**src/rtl/fetch_unit_if.sv**
```systemverilog
// Instruction-memory req/ack bus between the fetch unit (master) and imem (slave),
// plus the shared next-PC select encodings.
`ifndef NPC_PLUS4
`define NPC_PLUS4  3'b000
`endif
`ifndef NPC_BRANCH
`define NPC_BRANCH 3'b001
`endif
`ifndef NPC_JUMP
`define NPC_JUMP   3'b010
`endif
`ifndef NPC_JALR
`define NPC_JALR   3'b100
`endif

interface fetch_unit_if;
    logic        imem_req;
    logic [31:0] imem_addr;
    logic        imem_ack;
    logic [31:0] imem_rdata;

    modport master (output imem_req, output imem_addr, input imem_ack, input imem_rdata);
    modport slave  (input imem_req, input imem_addr, output imem_ack, output imem_rdata);
endinterface

```
**src/rtl/fetch_unit.sv**
```systemverilog
// RV32I fetch front end: PC, imem req/ack, one-entry hold buffer, IF/ID register.
// Optional FETCH_PERF_EN adds fetched/bubble/killed performance counters.
module fetch_unit #(
    parameter logic [31:0] RESET_PC  = 32'h0000_0000,
    parameter logic [31:0] NOP_INSTR = 32'h0000_0013
) (
    input  logic               clk,
    input  logic               rst,
    input  logic               stall_IF,
    input  logic               flush_IF,
    input  logic [2:0]         NPCOp,
    input  logic [31:0]        NPCImm,
    input  logic [31:0]        base_PC,
    input  logic [31:0]        alu_result_EX,
    fetch_unit_if.master       imem,
    output logic [31:0]        PC_ID,
    output logic [31:0]        instr_ID,
    output logic               valid_ID,
    output logic               redirect_busy
`ifdef FETCH_PERF_EN
    ,
    output logic [31:0]        perf_fetched,
    output logic [31:0]        perf_bubbles,
    output logic [31:0]        perf_killed
`endif
);

    localparam int unsigned XLEN = 32;

    typedef enum logic [1:0] {FETCH, KILL, HELD} state_e;

    state_e            state_q, state_d;
    logic [XLEN-1:0]   pc_q, pc_d;
    logic [XLEN-1:0]   redir_pc_q, redir_pc_d;
    logic [XLEN-1:0]   buf_pc_q, buf_pc_d;
    logic [XLEN-1:0]   buf_instr_q, buf_instr_d;
    logic [XLEN-1:0]   pc_id_q, pc_id_d;
    logic [XLEN-1:0]   instr_id_q, instr_id_d;
    logic              valid_id_q, valid_id_d;
    logic              req_q, req_d;
    logic              busy_q, busy_d;

    logic              redir_op;
    logic              redir;
    logic [XLEN-1:0]   target;
    logic              dlv_valid;
    logic [XLEN-1:0]   dlv_pc;
    logic [XLEN-1:0]   dlv_instr;

    // Redirect decode; unknown encodings fall back to sequential fetch.
    always_comb begin
        redir_op = 1'b0;
        target   = pc_q;
        case (NPCOp)
            `NPC_BRANCH, `NPC_JUMP: begin
                redir_op = 1'b1;
                target   = base_PC + NPCImm;
            end
            `NPC_JALR: begin
                redir_op = 1'b1;
                target   = alu_result_EX & ~XLEN'(1);
            end
            default: ;
        endcase
        redir = redir_op && !stall_IF;
    end

    // Next-state, PC and delivery selection.
    always_comb begin
        state_d     = state_q;
        pc_d        = pc_q;
        redir_pc_d  = redir_pc_q;
        buf_pc_d    = buf_pc_q;
        buf_instr_d = buf_instr_q;
        dlv_valid   = 1'b0;
        dlv_pc      = pc_q;
        dlv_instr   = imem.imem_rdata;

        case (state_q)
            FETCH: begin
                if (redir) begin
                    if (imem.imem_ack) begin
                        pc_d = target;
                    end else begin
                        redir_pc_d = target;
                        state_d    = KILL;
                    end
                end else if (imem.imem_ack) begin
                    pc_d = pc_q + XLEN'(4);
                    if (!stall_IF) begin
                        dlv_valid = 1'b1;
                    end else begin
                        buf_pc_d    = pc_q;
                        buf_instr_d = imem.imem_rdata;
                        state_d     = HELD;
                    end
                end
            end
            KILL: begin
                // Latest redirect wins; the outstanding response is discarded.
                if (redir) redir_pc_d = target;
                if (imem.imem_ack) begin
                    pc_d    = redir ? target : redir_pc_q;
                    state_d = FETCH;
                end
            end
            HELD: begin
                if (redir) begin
                    pc_d    = target;
                    state_d = FETCH;
                end else if (!stall_IF) begin
                    dlv_valid = 1'b1;
                    dlv_pc    = buf_pc_q;
                    dlv_instr = buf_instr_q;
                    state_d   = FETCH;
                end
            end
            default: state_d = FETCH;
        endcase

        pc_id_d    = pc_id_q;
        instr_id_d = instr_id_q;
        valid_id_d = valid_id_q;
        if (flush_IF) begin
            valid_id_d = 1'b0;
            instr_id_d = NOP_INSTR;
        end else if (!stall_IF) begin
            if (dlv_valid) begin
                valid_id_d = 1'b1;
                pc_id_d    = dlv_pc;
                instr_id_d = dlv_instr;
            end else begin
                valid_id_d = 1'b0;
                instr_id_d = NOP_INSTR;
            end
        end

        req_d  = (state_d != HELD);
        busy_d = (state_d == KILL);
    end

    always_ff @(posedge clk or posedge rst) begin
        if (rst) begin
            state_q     <= FETCH;
            pc_q        <= RESET_PC;
            redir_pc_q  <= '0;
            buf_pc_q    <= '0;
            buf_instr_q <= '0;
            pc_id_q     <= '0;
            instr_id_q  <= NOP_INSTR;
            valid_id_q  <= 1'b0;
            req_q       <= 1'b1;
            busy_q      <= 1'b0;
        end else begin
            state_q     <= state_d;
            pc_q        <= pc_d;
            redir_pc_q  <= redir_pc_d;
            buf_pc_q    <= buf_pc_d;
            buf_instr_q <= buf_instr_d;
            pc_id_q     <= pc_id_d;
            instr_id_q  <= instr_id_d;
            valid_id_q  <= valid_id_d;
            req_q       <= req_d;
            busy_q      <= busy_d;
        end
    end

    // The address stays at the stale PC in KILL because pc_q only moves on ack.
    assign imem.imem_req  = req_q;
    assign imem.imem_addr = pc_q;
    assign PC_ID          = pc_id_q;
    assign instr_ID       = instr_id_q;
    assign valid_ID       = valid_id_q;
    assign redirect_busy  = busy_q;

`ifdef FETCH_PERF_EN
    logic killed_c;
    logic fetched_c;
    logic bubble_c;

    always_comb begin
        killed_c  = imem.imem_ack &&
                    ((state_q == KILL) || ((state_q == FETCH) && redir));
        fetched_c = !flush_IF && !stall_IF && dlv_valid;
        bubble_c  = !stall_IF && (flush_IF || !dlv_valid);
    end

    always_ff @(posedge clk or posedge rst) begin
        if (rst) begin
            perf_fetched <= '0;
            perf_bubbles <= '0;
            perf_killed  <= '0;
        end else begin
            if (fetched_c) perf_fetched <= perf_fetched + XLEN'(1);
            if (bubble_c)  perf_bubbles <= perf_bubbles + XLEN'(1);
            if (killed_c)  perf_killed  <= perf_killed + XLEN'(1);
        end
    end
`endif

endmodule

```
**src/flat_wrapper.sv**
```systemverilog
// flat-port wrapper written by rule: the top's interface ports become plain ports
module fetch_unit_flat 
#(
    parameter logic [31:0] RESET_PC  = 32'h0000_0000,
    parameter logic [31:0] NOP_INSTR = 32'h0000_0013
)
  (clk, rst, stall_IF, flush_IF, NPCOp, NPCImm, base_PC, alu_result_EX, PC_ID, instr_ID, valid_ID, redirect_busy, imem_imem_req, imem_imem_addr, imem_imem_ack, imem_imem_rdata);
  fetch_unit_if imem_i ();
  input  logic clk;
  input  logic rst;
  input  logic stall_IF;
  input  logic flush_IF;
  input  logic [2:0] NPCOp;
  input  logic [31:0] NPCImm;
  input  logic [31:0] base_PC;
  input  logic [31:0] alu_result_EX;
  output logic [31:0] PC_ID;
  output logic [31:0] instr_ID;
  output logic valid_ID;
  output logic redirect_busy;
  output wire logic [$bits(imem_i.imem_req)-1:0] imem_imem_req;
  output wire logic [$bits(imem_i.imem_addr)-1:0] imem_imem_addr;
  input wire logic [$bits(imem_i.imem_ack)-1:0] imem_imem_ack;
  input wire logic [$bits(imem_i.imem_rdata)-1:0] imem_imem_rdata;
  assign imem_imem_req = imem_i.imem_req;
  assign imem_imem_addr = imem_i.imem_addr;
  assign imem_i.imem_ack = imem_imem_ack;
  assign imem_i.imem_rdata = imem_imem_rdata;
  fetch_unit #(.RESET_PC(RESET_PC), .NOP_INSTR(NOP_INSTR)) u_core (.clk(clk), .rst(rst), .stall_IF(stall_IF), .flush_IF(flush_IF), .NPCOp(NPCOp), .NPCImm(NPCImm), .base_PC(base_PC), .alu_result_EX(alu_result_EX), .imem(imem_i), .PC_ID(PC_ID), .instr_ID(instr_ID), .valid_ID(valid_ID), .redirect_busy(redirect_busy));
endmodule
```
**config.mk**
```make
export PLATFORM = sky130hd
export DESIGN_NAME = fetch_unit_flat
export DESIGN_NICKNAME = d
export VERILOG_FILES = /design/src/rtl/fetch_unit_if.sv /design/src/rtl/fetch_unit.sv /design/src/flat_wrapper.sv
export SDC_FILE = /design/constraint.sdc
export NUM_CORES = 1
export LEC_CHECK = 0
export CORE_MARGIN = 2
export CORE_UTILIZATION = 53
export CTS_CLUSTER_DIAMETER = 120
export CTS_CLUSTER_SIZE = 10
export DETAILED_ROUTE_END_ITERATION = 8
export HOLD_SLACK_MARGIN = 0.08
export MAX_ROUTING_LAYER = met4
export PLACE_DENSITY = 0.79
export SLEW_MARGIN = 20
export SYNTH_ARGS = -nofsm -noshare
export SYNTH_HDL_FRONTEND = slang
export SYNTH_SLANG_ARGS = --single-unit
```
**constraint.sdc**
```tcl
create_clock -name clk -period 9.8 [get_ports clk]
set_clock_uncertainty 0.2 [all_clocks]
set_input_delay 1.96 -clock clk [delete_from_list [all_inputs] [get_ports clk]]
set_output_delay 1.96 -clock clk [all_outputs]
set_load 0.01 [all_outputs]
```
=== After elaboration in Yosys (flattened, before gate mapping) ===
Cells that the tools add are included.

* Bits in registers: 197
* Input port bits: 136
* Logic and storage cells: 74

* Add/subtract/negate cells: 2
* Equality and inequality tests: 13
* Mux-type cells: 35
* Bitwise logic cells: 3
* Reductions and logical operators: 11

{| class="wikitable"
|+ Operators by type and width
! kind !! count
|-
| two-way mux 32 bit || 15
|-
| case mux 32 bit (2 select lines) || 2
|-
| case mux 32 bit (3 select lines) || 1
|-
| adder 32 x 3 -> 32 bit, second input constant || 1
|-
| adder 32 bit || 1
|-
| two-way mux 2 bit || 7
|-
| two-way mux 1 bit || 8
|-
| inequality test 2 bit, second input constant || 4
|-
| AND reduction 4 bit || 2
|-
| inequality test 2 x 1 -> 1 bit, second input constant || 3
|-
| case mux 2 bit (3 select lines) || 1
|-
| AND reduction 3 bit || 2
|-
| == test 2 x 1 -> 1 bit, second input constant || 2
|-
| == test 3 x 1 -> 1 bit, second input constant || 1
|-
| == test 3 x 2 -> 1 bit, second input constant || 1
|-
| == test 3 bit, second input constant || 1
|-
| NOT 1 bit || 3
|-
| nonzero test 3 bit || 1
|-
| OR reduction 3 bit || 1
|-
| == test 2 bit, second input constant || 1
|-
| logical NOT 2 bit || 1
|-
| case mux 1 bit (2 select lines) || 1
|-
| nonzero test 2 bit || 1
|-
| OR reduction 2 bit || 1
|-
| other kinds (2) || 2
|}

=== Depth between registers and ports, before layout ===
Gate-level depths: netlist of the first run.

* Word-level depth: 9
* Depth in mapped cells: 13
* Gate-level depth less buffers: 13

=== Worst setup path after synthesis of the first run ===
OpenSTA, ideal clock, no wires.

* Kind: input -> register
* Start: input port NPCImm[0]
* End: register u_core.pc_q[20] (netlist: u_core.imem.imem_addr[20])
* Arrival: 4197 ps
* Data required time: 9474 ps
* Path slack: 5277 ps
* Stages on the path: 12
* Path through: ha_1 -> inv_1 -> fa_1 -> nor2b_1 -> o2111ai_1 -> a21oi_1 -> o31ai_1 -> o21ai_1 -> mux2i_1 -> nor3b_1 -> a211oi_1 -> a221o_1

* Longest elaborated chain between the ends: 5

{| class="wikitable"
|+ Ends and longest elaborated chain
! item !! RTL line !! source
|-
| start, declared || flat_wrapper.sv:14 || <nowiki>input logic [31:0] NPCImm;</nowiki>
|-
| adder 32 bit (*) || fetch_unit.sv:57 || <nowiki>target = base_PC + NPCImm;</nowiki>
|-
| case mux 32 bit (2 select lines) (*) || fetch_unit.sv:54 || <nowiki>case (NPCOp)</nowiki>
|-
| two-way mux 32 bit, on equally long branches || fetch_unit.sv:108, fetch_unit.sv:82 ||
|-
| two-way mux 32 bit, on equally long branches || fetch_unit.sv:102, fetch_unit.sv:81 ||
|-
| case mux 32 bit (3 select lines) (*) || fetch_unit.sv:79 || <nowiki>case (state_q)</nowiki>
|-
| end signal, assigned || fetch_unit.sv:156 || <nowiki>pc_q <= pc_d;</nowiki>
|-
| end, declared || fetch_unit.sv:33 || <nowiki>logic [XLEN-1:0] pc_q, pc_d;</nowiki>
|}

Mark *: on every way between the ends. The rest lies on a longest branch, timed or not. The select of a mux whose other input is x is not followed.
A chain may end at the register's enable or synchronous reset.

=== Worst setup path after layout of the first run ===
* Start: input port NPCOp[1]
* End: register u_core.pc_q[17] (netlist: u_core.imem.imem_addr[17])

* Longest elaborated chain between the ends: 7

{| class="wikitable"
|+ Ends and longest elaborated chain
! item !! RTL line !! source
|-
| start, declared || flat_wrapper.sv:13 || <nowiki>input logic [2:0] NPCOp;</nowiki>
|-
| == test 3 x 1 -> 1 bit (tied with other cells) || fetch_unit.sv:54 ||
|-
| OR reduction 3 bit (no source line) || - ||
|-
| two-way mux 1 bit || fetch_unit.sv:54 ||
|-
| logical AND 1 bit || fetch_unit.sv:65 || <nowiki>redir = redir_op && !stall_IF;</nowiki>
|-
| two-way mux 32 bit || fetch_unit.sv:108 || <nowiki>if (redir) begin</nowiki>
|-
| two-way mux 32 bit || fetch_unit.sv:102 || <nowiki>if (imem.imem_ack) begin</nowiki>
|-
| case mux 32 bit (3 select lines) || fetch_unit.sv:79 ||
|}

Parallel ways exist; a longest one is shown, timed or not. The select of a mux whose other input is x is not followed.

==> flow_results.xml, run 1 <==
<?xml version="1.0" encoding="UTF-8"?>
<metrics>
  <group name="yosys">
    <metric name="synth-simple-area-share" unit="%">14.2</metric>
    <metric name="synth_compound_area_share" unit="%">20.9</metric>
    <metric name="synth-edff-count" unit="">0</metric>
    <metric name="post_synth_cell_types" unit="">69</metric>
    <metric name="combinational_family_with_the_most_area_after_synthesis" unit="">compound AO/OA/AOI/OAI gates</metric>
    <metric name="synth-async-reset-ratio" unit="%">100</metric>
    <metric name="synthCells" unit="">1279</metric>
    <metric name="synth_area" unit="sq mm">0.0117</metric>
    <metric name="synthesis.yosys.warnings" unit="">0</metric>
    <metric name="synth_xor_xnor_area_share" unit="%">2.54</metric>
    <metric name="post_synth_mux_area_share" unit="%">12.7</metric>
    <metric name="post_synth_fa_ha_maj_area_fraction" unit="%">4.01</metric>
    <metric name="synth.avg_cell_area" unit="sq um">9.17</metric>
    <metric name="syn-num-nets" unit="">1452</metric>
    <metric name="seq_area_frac_synth" unit="%">42.1</metric>
    <metric name="synth_seq_cells" unit="">197</metric>
    <metric name="yosys_most_used_dff" unit="">dfrtp_1</metric>
  </group>
  <group name="worst_setup_path">
    <metric name="worst-endpoint-arrival" unit="ns">5.78</metric>
    <metric name="crit-reg2reg-launch" unit="">u_core.imem.imem_addr[2]$_DFFE_PP0P_</metric>
    <metric name="critical_path_maximum_fanout" unit="">33</metric>
    <metric name="critPathSlowestCell" unit="">clkdlybuf4s50_1</metric>
    <metric name="cp_common_cell" unit="">o21ai_0</metric>
    <metric name="worst-path-buf-inv" unit="">2</metric>
    <metric name="crit_path_end_kind" unit="">register</metric>
    <metric name="crit_path_class" unit="">in2reg</metric>
    <metric name="critPathTopFamily" unit="">simple AND/OR/NAND/NOR gates</metric>
    <metric name="cp_cell_sequence" unit="">clkdlybuf4s50_1, nor3b_1, a21oi_2, or2_1, nand2_4, and2_1, buf_4, nand2_1, or3_1, o21ai_0, a221oi_1, o21ai_0</metric>
    <metric name="timing.critical_path.from" unit="">NPCOp[1]</metric>
    <metric name="crit_path_start_kind" unit="">input pin</metric>
    <metric name="cp_data_required_time" unit="ns">9.96</metric>
    <metric name="slowest_delay" unit="ns">0.92</metric>
  </group>
  <group name="placement">
    <metric name="placement.io_buffers" unit="">233</metric>
    <metric name="placed_area" unit="sq mm">0.0142</metric>
    <metric name="place_worst_setup_slack" unit="ns">3.84</metric>
    <metric name="dp_hpwl" unit="um">23200</metric>
    <metric name="post-place-cells" unit="">1722</metric>
    <metric name="finalWeightedCongestion" unit="">0.953</metric>
  </group>
  <group name="clock_tree">
    <metric name="postCtsResizedCells" unit="">0</metric>
    <metric name="cts_hold_fix_bufs" unit="">0</metric>
    <metric name="total_number_of_h_tree_levels" unit="">4</metric>
    <metric name="cts-root-to-sink-buffers" unit="">2</metric>
    <metric name="tritoncts_num_sinks" unit="">197</metric>
    <metric name="post-cts-setup-buffer-count" unit="">0</metric>
    <metric name="numCtsBuffers" unit="">17</metric>
    <metric name="ctsRootBufferMaster" unit="">clkbuf_16</metric>
    <metric name="clock_latency" unit="ns">0.45</metric>
    <metric name="clkSlewWorstSetupHoldPaths" unit="ns">0.08</metric>
    <metric name="cts_tree" unit="">done</metric>
  </group>
  <group name="sta">
    <metric name="timing.setup.tns" unit="ns">0</metric>
    <metric name="final_hold_viol_count" unit="">0</metric>
    <metric name="rsz_0062_raised_after_global_routing" unit="">no</metric>
    <metric name="max-slew-margin-rel" unit="%">22.5</metric>
    <metric name="maxClockFrequency" unit="GHz">0.178</metric>
    <metric name="tightest_slew" unit="ns">1.16</metric>
    <metric name="report.final.slew_viol_count" unit="">0</metric>
    <metric name="report.final.setup_viol" unit="">0</metric>
    <metric name="finalWorstSetupSlack" unit="ns">4.18</metric>
    <metric name="timing.final.crit_period" unit="ns">5.62</metric>
    <metric name="finalCritPeriodShare" unit="%">57.3</metric>
  </group>
  <group name="die">
    <metric name="design.die.area" unit="sq mm">0.0233</metric>
    <metric name="pin_count" unit="">235</metric>
    <metric name="die_h" unit="um">153</metric>
    <metric name="core-area" unit="sq mm">0.0218</metric>
    <metric name="floorplan.die.width" unit="um">153</metric>
    <metric name="initial_utilization" unit="%">53.9</metric>
    <metric name="std_cell_rows" unit="">54</metric>
  </group>
  <group name="outcome">
    <metric name="outcome" unit="">completed</metric>
  </group>
  <group name="global_routing">
    <metric name="grt_pass1_wl" unit="um">52600</metric>
    <metric name="grt_pass1_vias" unit="">10000</metric>
    <metric name="gr-usage-all-layers" unit="%">28.5</metric>
    <metric name="overflow" unit="">0</metric>
    <metric name="antenna_violations_before_repair" unit="">0</metric>
    <metric name="largest_net_degree_at_the_start_of_global_routing" unit="">115</metric>
  </group>
  <group name="routing">
    <metric name="post_detailed_route_drc_marker_count" unit="">0</metric>
    <metric name="detailroute.via_count" unit="">10700</metric>
    <metric name="wire_per_inst" unit="um">18.7</metric>
    <metric name="postRouteAntennaNets" unit="">0</metric>
    <metric name="totalWireLength" unit="um">32800</metric>
    <metric name="first_pass_iters" unit="">5</metric>
    <metric name="route.detailed.vias_per_inst" unit="">6.12</metric>
    <metric name="drt_iter0_drc" unit="">1109</metric>
  </group>
  <group name="power">
    <metric name="sw_frac_of_total" unit="%">40.1</metric>
    <metric name="power_per_cell_area" unit="mW/mm^2">262</metric>
    <metric name="max-vdd-ir-drop" unit="mV">0.133</metric>
    <metric name="power_frac_clock" unit="%">18.1</metric>
    <metric name="share_of_total_power_in_sequential_cells" unit="%">37.9</metric>
    <metric name="leakagePower" unit="nW">6.50</metric>
    <metric name="internal_power" unit="mW">2.33</metric>
    <metric name="combPwrFrac" unit="%">44.0</metric>
    <metric name="power.switching" unit="mW">1.56</metric>
  </group>
  <group name="final_layout">
    <metric name="mostFrequentLayoutCells" unit="">clkdlybuf4s50_1 (233), dfrtp_1 (193), nand2_1 (169)</metric>
    <metric name="post-route-util" unit="%">68.2</metric>
    <metric name="nFillCells" unit="">1717</metric>
    <metric name="area_growth_syn_to_layout" unit="%">26.4</metric>
    <metric name="finalNetCount" unit="">1634</metric>
    <metric name="multi_input_comb_area" unit="sq mm">0.00640</metric>
    <metric name="post_layout_nonfiller_instances" unit="">1754</metric>
    <metric name="final_cell_area" unit="sq mm">0.0148</metric>
    <metric name="most_common_cell_after_layout_fill_and_taps_aside" unit="">clkdlybuf4s50_1</metric>
    <metric name="layout.area.seq" unit="sq mm">0.00493</metric>
    <metric name="drive_gt1_share" unit="%">9.43</metric>
    <metric name="num_antenna_cells" unit="">0</metric>
  </group>
  <group name="job">
    <metric name="drv_cap" unit="">0</metric>
  </group>
  <group name="hold_path">
    <metric name="min-delay-start" unit="">u_core.redir_pc_q[16]$_DFFE_PP0P_</metric>
    <metric name="worst_hold_path_type" unit="">reg2reg</metric>
  </group>
</metrics>
==> through the flow <==
step / hold WS, ns / power [mW]
finish: 0.281 / 3.89
global route: 0.304 / 4.12
CTS: 0.283 / 3.88
detailed placement: 0.263 / 3.17
global placement: 0.256 / 3.11
floorplan: 0.241 / 2.47
==> path summary, 6_finish.rpt <==
path                                                              end  slack, ns  cells past startpoint
worst max-delay path            u_core.imem.imem_addr[17]$_DFFE_PP0P_       4.18                     12
worst min-delay path                u_core.redir_pc_q[16]$_DFFE_PP0P_       0.28                      2
worst max register to register  u_core.imem.imem_addr[30]$_DFFE_PP0P_       6.45                     10
worst min register to register      u_core.redir_pc_q[16]$_DFFE_PP0P_       0.28                      2
max in group asynchronous             u_core.buf_pc_q[29]$_DFFE_PP0P_       6.30                      3
min in group asynchronous          u_core.buf_instr_q[22]$_DFFE_PP0P_       1.87                      2
==> cell usage after synthesis, types with 4 or more instances <==
cell type / count / area (sq um)
o22ai_1: 11 / 68.8
dfstp_2: 4 / 105
a21o_1: 14 / 105
xor2_1: 17 / 149
a311oi_1: 4 / 35.0
ha_1: 36 / 450
nor3_1: 18 / 90.1
and2_1: 9 / 56.3
o21bai_1: 7 / 52.6
and3_1: 13 / 81.3
a22o_1: 14 / 123
a31oi_1: 14 / 87.6
dfrtp_1: 193 / 4830
o21a_1: 6 / 45.0
o21ai_0: 142 / 711
buf_2: 18 / 90.1
or3_1: 6 / 37.5
nand4_1: 12 / 75.1
a221o_1: 6 / 60.1
nand2b_1: 8 / 50.1
nor2_1: 76 / 285
o31ai_1: 6 / 45.0
mux2i_1: 69 / 691
nand3_1: 22 / 110
o21ai_1: 11 / 55.1
nor2b_1: 7 / 43.8
nand2_1: 171 / 642
a22oi_1: 15 / 113
xnor2_1: 17 / 149
o22a_1: 4 / 35.0
clkbuf_1: 58 / 218
o211ai_1: 5 / 37.5
nor3b_1: 6 / 45.0
buf_1: 9 / 33.8
a21oi_1: 92 / 460
a221oi_1: 12 / 105
inv_1: 22 / 82.6
a211oi_1: 6 / 45.0
mux2_2: 71 / 800
==> power by group through the flow <==
stage          Sequential (mW)  Combinational, mW  Clock [mW]
2_1_floorplan             1.41               1.06           0
3_3_place_gp              1.46               1.65           0
3_5_place_dp              1.48               1.69           0
4_1_cts                   1.46               1.70       0.712
5_1_grt                   1.52               1.86       0.746
6_report                  1.48               1.71       0.703
==> final cells by class <==
class	instances	share of cell area [%]
multi-input cells	975	43.2
clock inverters	15	1.20
clock buffers	17	2.87
repair buffers	248	16.5
inverters	22	0.607
flip-flops and latches	197	33.3
well taps	280	2.36
==> state kept, by name (all words and copies together), names as in the netlist <==
register,flops
u_core.PC_ID,32
u_core.valid_ID,1
u_core.buf_instr_q,32
u_core.state_q,2
u_core.redirect_busy,1
u_core.imem.imem_req,1
u_core.imem.imem_addr,32
u_core.redir_pc_q,32
u_core.buf_pc_q,32
u_core.instr_ID,32
==> routing by layer <==
metal	vias to the layer above	routed length, um	track usage [%]
met4	0	776	8.25
li1	5023	-	-
met1	5066	14700	40.1
met5	-	0	-
met3	72	2820	4.98
met2	567	14500	42.8
==> cell families (layout without fill, tap and decap cells) <==
kind of cell | after synthesis | after routing
buffers and inverters | 107 | 302
AO/OA/AOI/OAI | 399 | 399
adder cells (fa/ha/maj) | 37 | 37
AND/OR/NAND/NOR | 365 | 365
XOR/XNOR | 34 | 34
multiplexers | 140 | 140
flip-flops | 197 | 197
==> tightest hold or removal path: stages, from the launching register on <==
cell,delay [ns]
dfrtp_1,0.35
nand2_1,0.05
nand2_1,0.05
Note: power is estimated with default switching activity, not from simulation.
==> inputs of run 2 (changes only) <==
--- a/config.mk
+++ b/config.mk
@@ -6,13 +6,13 @@
 export NUM_CORES = 1
 export LEC_CHECK = 0
 export CORE_MARGIN = 2
-export CORE_UTILIZATION = 53
+export CORE_UTILIZATION = 48
 export CTS_CLUSTER_DIAMETER = 120
 export CTS_CLUSTER_SIZE = 10
 export DETAILED_ROUTE_END_ITERATION = 8
 export HOLD_SLACK_MARGIN = 0.08
 export MAX_ROUTING_LAYER = met4
-export PLACE_DENSITY = 0.79
+export PLACE_DENSITY = 0.75
 export SLEW_MARGIN = 20
 export SYNTH_ARGS = -nofsm -noshare
 export SYNTH_HDL_FRONTEND = slang
==> constraint.sdc (replaced) <==
create_clock -name clk -period 4.99 [get_ports clk]
set_clock_uncertainty 0.2 [all_clocks]
set_input_delay 0.998 -clock clk [delete_from_list [all_inputs] [get_ports clk]]
set_output_delay 0.998 -clock clk [all_outputs]
set_load 0.01 [all_outputs]
==> run 2 against run 1 <==
Net effect:
- hold slack got worse by 0.0023 ns
- sequential cell count did not move
- final cell count rose by 3.4%
- largest cell class unchanged
- largest power group unchanged
- count of clock-buffer cells in the layout did not move
- first-iteration DRC count fell by 9.3%
- setup slack got worse by 3.2 ns
- die area rose by 10%
- power rose by 98%
==> flow_results.xml, run 2 (same netlist as run 1, synthesis figures left out) <==
<?xml version="1.0" encoding="UTF-8"?>
<metrics>
  <group name="outcome">
    <metric name="outcome" unit="">completed</metric>
  </group>
  <group name="global_routing">
    <metric name="largest_net_degree_at_the_start_of_global_routing" unit="">95</metric>
    <metric name="gr-usage-all-layers" unit="%">26.7</metric>
    <metric name="antenna_violations_before_repair" unit="">0</metric>
    <metric name="overflow" unit="">0</metric>
    <metric name="grt_pass1_vias" unit="">10200</metric>
    <metric name="grt_pass1_wl" unit="um">53600</metric>
  </group>
  <group name="placement">
    <metric name="finalWeightedCongestion" unit="">0.945</metric>
    <metric name="dp_hpwl" unit="um">24400</metric>
    <metric name="placement.io_buffers" unit="">233</metric>
  </group>
  <group name="clock_tree">
    <metric name="ctsRootBufferMaster" unit="">clkbuf_16</metric>
    <metric name="clock_latency" unit="ns">0.44</metric>
    <metric name="postCtsResizedCells" unit="">0</metric>
    <metric name="total_number_of_h_tree_levels" unit="">4</metric>
    <metric name="post-cts-setup-buffer-count" unit="">0</metric>
    <metric name="numCtsBuffers" unit="">17</metric>
    <metric name="clkSlewWorstSetupHoldPaths" unit="ns">0.08</metric>
    <metric name="cts_hold_fix_bufs" unit="">0</metric>
    <metric name="cts-root-to-sink-buffers" unit="">2</metric>
    <metric name="cts_tree" unit="">done</metric>
    <metric name="tritoncts_num_sinks" unit="">197</metric>
  </group>
  <group name="die">
    <metric name="initial_utilization" unit="%">48.5</metric>
    <metric name="floorplan.die.width" unit="um">160</metric>
    <metric name="pin_count" unit="">235</metric>
    <metric name="std_cell_rows" unit="">57</metric>
    <metric name="design.die.area" unit="sq mm">0.0257</metric>
    <metric name="die_h" unit="um">160</metric>
    <metric name="core-area" unit="sq mm">0.0242</metric>
  </group>
  <group name="worst_setup_path">
    <metric name="reg2reg_depth" unit="">10</metric>
    <metric name="cp_data_required_time" unit="ns">5.12</metric>
    <metric name="crit_path_end_kind" unit="">register</metric>
    <metric name="worst-endpoint-arrival" unit="ns">4.15</metric>
    <metric name="critPathSlowestCell" unit="">clkdlybuf4s50_1</metric>
    <metric name="slowest_delay" unit="ns">0.46</metric>
    <metric name="crit_path_start_kind" unit="">input pin</metric>
    <metric name="critical_path_maximum_fanout" unit="">3</metric>
    <metric name="crit_path_class" unit="">in2reg</metric>
    <metric name="cp_cell_sequence" unit="">clkdlybuf4s50_1, ha_1, inv_1, fa_1, nor2b_1, o2111ai_1, a21oi_1, o31ai_1, a21oi_1, o2111ai_1, o21ai_1, xnor2_1, o21ai_1, mux2_2</metric>
  </group>
  <group name="sta">
    <metric name="finalHoldWorstSlack" unit="ns">0.279</metric>
    <metric name="report.final.setup_viol" unit="">0</metric>
    <metric name="tightest_slew" unit="ns">1.03</metric>
    <metric name="final_hold_viol_count" unit="">0</metric>
    <metric name="finalCritPeriodShare" unit="%">80.6</metric>
    <metric name="timing.setup.tns" unit="ns">0</metric>
    <metric name="max-slew-margin-rel" unit="%">31.4</metric>
    <metric name="rsz_0062_raised_after_global_routing" unit="">no</metric>
    <metric name="timing.final.crit_period" unit="ns">4.02</metric>
    <metric name="maxClockFrequency" unit="GHz">0.249</metric>
    <metric name="report.final.slew_viol_count" unit="">0</metric>
  </group>
  <group name="final_layout">
    <metric name="num_antenna_cells" unit="">0</metric>
    <metric name="area_growth_syn_to_layout" unit="%">28.1</metric>
    <metric name="drive_gt1_share" unit="%">10.4</metric>
    <metric name="mostFrequentLayoutCells" unit="">clkdlybuf4s50_1 (233), dfrtp_1 (193), nand2_1 (169)</metric>
    <metric name="finalNetCount" unit="">1650</metric>
    <metric name="most_common_cell_after_layout_fill_and_taps_aside" unit="">clkdlybuf4s50_1</metric>
  </group>
  <group name="routing">
    <metric name="detailroute.via_count" unit="">10700</metric>
    <metric name="first_pass_iters" unit="">5</metric>
    <metric name="wire_per_inst" unit="um">18.5</metric>
    <metric name="drt_iter0_drc" unit="">1006</metric>
    <metric name="post_detailed_route_drc_marker_count" unit="">0</metric>
    <metric name="totalWireLength" unit="um">33600</metric>
    <metric name="postRouteAntennaNets" unit="">0</metric>
    <metric name="route.detailed.vias_per_inst" unit="">5.87</metric>
  </group>
  <group name="hold_path">
    <metric name="min_delay_path_depth" unit="">2</metric>
    <metric name="worst_hold_path_type" unit="">reg2reg</metric>
  </group>
  <group name="power">
    <metric name="power_per_cell_area" unit="mW/mm^2">512</metric>
    <metric name="leakagePower" unit="nW">6.58</metric>
    <metric name="combPwrFrac" unit="%">44.5</metric>
    <metric name="share_of_total_power_in_sequential_cells" unit="%">37.5</metric>
    <metric name="max-vdd-ir-drop" unit="mV">0.279</metric>
    <metric name="power.switching" unit="mW">3.08</metric>
    <metric name="power_frac_clock" unit="%">18.1</metric>
    <metric name="internal_power" unit="mW">4.61</metric>
    <metric name="sw_frac_of_total" unit="%">40.1</metric>
  </group>
  <group name="job">
    <metric name="drv_cap" unit="">0</metric>
  </group>
</metrics>
run 2: changes by cell type in the layout (fill, tap and decap cells not counted), sizes merged:
cell      change
inv           -1
buf          +16
clkinvlp      +2
clkinv        -1
run 2: per-stage QoR:
stage | setup WS (ns) | std cells | power, mW | cell area (sq um) | util (%)
3_5_place_dp | 0.499 | 1782 | 6.28 | 14400 | 59.7
5_1_grt | 0.652 | 1814 | 8.15 | 15000 | 62.2
4_1_cts | 0.970 | 1814 | 7.68 | 15000 | 62.2
3_3_place_gp | 0.573 | 1782 | 6.16 | 14400 | 59.7
2_1_floorplan | 1.25 | 1279 | 4.85 | 11700 | -
6_report | 0.970 | 1814 | 7.69 | 15000 | 62.2
run 2: cell type report:
cell class              instances  area (sq um)
multi-input cells             975          6410
fillers                      1997          9150
well taps                     324           405
flip-flops and latches        197          4930
clock buffers                  17           425
repair buffers                264          2590
clock inverters                15           179
inverters                      22          86.3
run 2: critical path, delay by kind of cell:
family                   cells  cell delay (ns)
AND/OR/NAND/NOR              1             0.18
buffers and inverters        2             0.52
adder cells (fa/ha/maj)      2             0.59
AO/OA/AOI/OAI                7             1.43
XOR/XNOR                     1             0.17
multiplexers                 1             0.27
run 2: final timing paths:
check | start | endpoint | slack, ns
setup reg to reg | u_core.imem.imem_addr[2]$_DFFE_PP0P_ | u_core.imem.imem_addr[28]$_DFFE_PP0P_ | 1.71
hold / removal | u_core.buf_pc_q[26]$_DFFE_PP0P_ | u_core.buf_pc_q[26]$_DFFE_PP0P_ | 0.28
max in group asynchronous | rst | u_core.redir_pc_q[31]$_DFFE_PP0P_ | 2.91
hold reg to reg | u_core.buf_pc_q[26]$_DFFE_PP0P_ | u_core.buf_pc_q[26]$_DFFE_PP0P_ | 0.28
min in group asynchronous | rst | u_core.PC_ID[2]$_DFFE_PP0P_ | 0.82
setup / recovery | NPCImm[0] | u_core.redir_pc_q[30]$_DFFE_PP0P_ | 0.97
run 2: power groups by stage:
stage               logic (mW)  clock network, mW  registers (mW)
finish                    3.42               1.39            2.88
CTS                       3.40               1.42            2.86
global route              3.71               1.48            2.97
detailed placement        3.39                  0            2.89
floorplan                 2.09                  0            2.76
global placement          3.30                  0            2.85
run 2: layer usage:
metal	wire length, um	GRT usage, %
met1	15700	37.5
met2	14700	39.8
met3	2440	4.29
met4	807	8.72
met5	0	-
==> inputs of run 3 (changes only) <==
--- a/config.mk
+++ b/config.mk
@@ -6,13 +6,13 @@
 export NUM_CORES = 1
 export LEC_CHECK = 0
 export CORE_MARGIN = 2
-export CORE_UTILIZATION = 48
+export CORE_UTILIZATION = 53
 export CTS_CLUSTER_DIAMETER = 120
 export CTS_CLUSTER_SIZE = 10
 export DETAILED_ROUTE_END_ITERATION = 8
 export HOLD_SLACK_MARGIN = 0.08
 export MAX_ROUTING_LAYER = met4
-export PLACE_DENSITY = 0.75
+export PLACE_DENSITY = 0.79
 export SLEW_MARGIN = 20
 export SYNTH_ARGS = -nofsm -noshare
 export SYNTH_HDL_FRONTEND = slang
==> constraint.sdc (replaced) <==
create_clock -name clk -period 4 [get_ports clk]
set_clock_uncertainty 0.2 [all_clocks]
set_input_delay 0.8 -clock clk [delete_from_list [all_inputs] [get_ports clk]]
set_output_delay 0.8 -clock clk [all_outputs]
set_load 0.01 [all_outputs]
==> run 3 against run 2 <==
Net effect:
- power grew 26%
- sequential power rose by 23%
- sequential cell count unchanged
- via count grew 2.1%
- highest routed layer unchanged
- register-to-register slack lost 0.92 ns
- clock power up 24%
- utilization up 7.6 points
- routed wire length is 0.30% higher
- combinational power rose by 30%
- critical path depth is the same
==> flow_results.xml, run 3 (same netlist as run 1, synthesis figures left out) <==
<?xml version="1.0" encoding="UTF-8"?>
<metrics>
  <group name="worst_setup_path">
    <metric name="critPathSlowestCell" unit="">clkdlybuf4s50_1</metric>
    <metric name="critical_path_maximum_fanout" unit="">3</metric>
    <metric name="worst-path-buf-inv" unit="">2</metric>
    <metric name="critPathTopFamily" unit="">compound AO/OA/AOI/OAI gates</metric>
    <metric name="slowest_delay" unit="ns">0.46</metric>
    <metric name="crit_path_class" unit="">in2reg</metric>
    <metric name="reg2reg_depth" unit="">10</metric>
    <metric name="worst-endpoint-arrival" unit="ns">3.78</metric>
    <metric name="cp_cell_sequence" unit="">clkdlybuf4s50_1, ha_1, inv_1, fa_1, nor2b_1, o2111ai_1, a21oi_1, o31ai_1, a21oi_1, o2111ai_1, o21ai_1, xnor2_1, o21ai_1, mux2_2</metric>
    <metric name="crit_path_end_kind" unit="">register</metric>
    <metric name="path_depth" unit="">14</metric>
    <metric name="cp_data_required_time" unit="ns">4.14</metric>
    <metric name="crit_path_start_kind" unit="">input pin</metric>
  </group>
  <group name="power">
    <metric name="power_per_cell_area" unit="mW/mm^2">640</metric>
    <metric name="internal_power" unit="mW">5.83</metric>
    <metric name="share_of_total_power_in_sequential_cells" unit="%">36.5</metric>
    <metric name="power_frac_clock" unit="%">17.7</metric>
    <metric name="combPwrFrac" unit="%">45.8</metric>
    <metric name="power.switching" unit="mW">3.88</metric>
    <metric name="sw_frac_of_total" unit="%">40.0</metric>
    <metric name="leakagePower" unit="nW">6.71</metric>
    <metric name="max-vdd-ir-drop" unit="mV">0.391</metric>
    <metric name="finalPower" unit="mW">9.71</metric>
  </group>
  <group name="final_layout">
    <metric name="num_antenna_cells" unit="">0</metric>
    <metric name="final_cell_area" unit="sq mm">0.0152</metric>
    <metric name="most_common_cell_after_layout_fill_and_taps_aside" unit="">clkdlybuf4s50_1</metric>
    <metric name="area_growth_syn_to_layout" unit="%">29.4</metric>
    <metric name="mostFrequentLayoutCells" unit="">clkdlybuf4s50_1 (233), dfrtp_1 (193), nand2_1 (169)</metric>
    <metric name="drive_gt1_share" unit="%">11.8</metric>
    <metric name="post-route-util" unit="%">69.8</metric>
    <metric name="finalNetCount" unit="">1673</metric>
  </group>
  <group name="clock_tree">
    <metric name="total_number_of_h_tree_levels" unit="">4</metric>
    <metric name="post-cts-setup-buffer-count" unit="">0</metric>
    <metric name="cts_hold_fix_bufs" unit="">0</metric>
    <metric name="cts_tree" unit="">done</metric>
    <metric name="clock_latency" unit="ns">0.45</metric>
    <metric name="tritoncts_num_sinks" unit="">197</metric>
    <metric name="postCtsResizedCells" unit="">0</metric>
    <metric name="clkSlewWorstSetupHoldPaths" unit="ns">0.08</metric>
    <metric name="cts-root-to-sink-buffers" unit="">2</metric>
    <metric name="ctsRootBufferMaster" unit="">clkbuf_16</metric>
    <metric name="numCtsBuffers" unit="">17</metric>
  </group>
  <group name="hold_path">
    <metric name="worst_hold_path_type" unit="">reg2reg</metric>
    <metric name="min_delay_path_depth" unit="">2</metric>
  </group>
  <group name="routing">
    <metric name="first_pass_iters" unit="">5</metric>
    <metric name="totalWireLength" unit="um">33700</metric>
    <metric name="wire_per_inst" unit="um">18.8</metric>
    <metric name="drt_iter0_drc" unit="">875</metric>
    <metric name="detailroute.via_count" unit="">10900</metric>
    <metric name="postRouteAntennaNets" unit="">0</metric>
    <metric name="post_detailed_route_drc_marker_count" unit="">0</metric>
    <metric name="route.detailed.vias_per_inst" unit="">6.07</metric>
  </group>
  <group name="job">
    <metric name="drv_cap" unit="">0</metric>
  </group>
  <group name="sta">
    <metric name="timing.setup.tns" unit="ns">0</metric>
    <metric name="rsz_0062_raised_after_global_routing" unit="">no</metric>
    <metric name="report.final.slew_viol_count" unit="">0</metric>
    <metric name="maxClockFrequency" unit="GHz">0.275</metric>
    <metric name="finalCritPeriodShare" unit="%">91.0</metric>
    <metric name="timing.final.crit_period" unit="ns">3.64</metric>
    <metric name="tightest_slew" unit="ns">0.857</metric>
    <metric name="final_hold_viol_count" unit="">0</metric>
    <metric name="max-slew-margin-rel" unit="%">42.9</metric>
    <metric name="report.final.setup_viol" unit="">0</metric>
  </group>
  <group name="global_routing">
    <metric name="grt_pass1_wl" unit="um">54100</metric>
    <metric name="global_route.usage.met2" unit="%">45.2</metric>
    <metric name="grt_pass1_vias" unit="">10500</metric>
    <metric name="largest_net_degree_at_the_start_of_global_routing" unit="">79</metric>
    <metric name="grt-busiest-layer" unit="">met2</metric>
    <metric name="grtUsageMet1" unit="%">40.4</metric>
    <metric name="gr-usage-all-layers" unit="%">29.4</metric>
    <metric name="overflow" unit="">0</metric>
    <metric name="antenna_violations_before_repair" unit="">0</metric>
    <metric name="globalRouteMet3Util" unit="%">4.41</metric>
  </group>
  <group name="die">
    <metric name="initial_utilization" unit="%">53.9</metric>
    <metric name="die_h" unit="um">153</metric>
    <metric name="design.die.area" unit="sq mm">0.0233</metric>
    <metric name="std_cell_rows" unit="">54</metric>
    <metric name="pin_count" unit="">235</metric>
    <metric name="core-area" unit="sq mm">0.0218</metric>
    <metric name="floorplan.die.width" unit="um">153</metric>
  </group>
  <group name="placement">
    <metric name="dp_hpwl" unit="um">24600</metric>
    <metric name="placement.io_buffers" unit="">233</metric>
    <metric name="finalWeightedCongestion" unit="">0.954</metric>
    <metric name="placed_area" unit="sq mm">0.0146</metric>
  </group>
  <group name="outcome">
    <metric name="outcome" unit="">completed</metric>
  </group>
</metrics>
==> run 3: final timing paths <==
check / slack [ns] / startpoint / end
min in group asynchronous: 0.41 / rst / u_core.instr_ID[29]$_DFFE_PP0P_
worst min register to register: 0.28 / u_core.instr_ID[12]$_DFFE_PP0P_ / u_core.instr_ID[12]$_DFFE_PP0P_
worst min-delay path: 0.28 / u_core.instr_ID[12]$_DFFE_PP0P_ / u_core.instr_ID[12]$_DFFE_PP0P_
worst max-delay path: 0.36 / NPCImm[0] / u_core.redir_pc_q[30]$_DFFE_PP0P_
max in group asynchronous: 2.35 / rst / u_core.imem.imem_addr[16]$_DFFE_PP0P_
worst max register to register: 0.79 / u_core.imem.imem_addr[3]$_DFFE_PP0P_ / u_core.imem.imem_addr[28]$_DFFE_PP0P_
==> run 3: layout make-up <==
| class | count | area (sq um) |
|---|---|---|
| Fill cell | 1684 | 6580 |
| Multi-Input combinational cell | 975 | 6410 |
| Sequential cell | 197 | 4930 |
| Timing Repair Buffer | 287 | 2790 |
| Clock buffer | 17 | 425 |
| Tap cell | 280 | 350 |
| Clock inverter | 15 | 186 |
| Inverter | 22 | 86.3 |
==> run 3: tightest hold or removal path, cell delays in order (launching register included) <==
cell     delay, ns
dfrtp_1       0.35
nand2_1       0.04
o21ai_0       0.06
==> run 3: per-layer routing <==
layer / vias up / share of wire [%]
met3: 63 / 8.1
met1: 5120 / 44
met2: 576 / 45
met4: 0 / 2.5
met5: - / 0
li1: 5122 / -
==> run 3: power by group through the flow <==
stage | sequential, mW | clock (mW) | combinational [mW]
floorplan | 3.45 | 0 | 2.61
global placement | 3.50 | 0 | 4.27
detailed placement | 3.55 | 0 | 4.37
CTS | 3.52 | 1.75 | 4.41
global route | 3.64 | 1.83 | 4.82
finish | 3.54 | 1.72 | 4.45
==> run 3: per-stage QoR <==
step	instances	hold slack, ns	worst slack, ns
after CTS	1793	0.283	0.381
final	1793	0.280	0.360
after floorplan	1279	0.241	0.457
after global placement	1761	0.251	-0.0728
after detailed placement	1761	0.262	-0.0935
after global routing	1793	0.306	0.0970
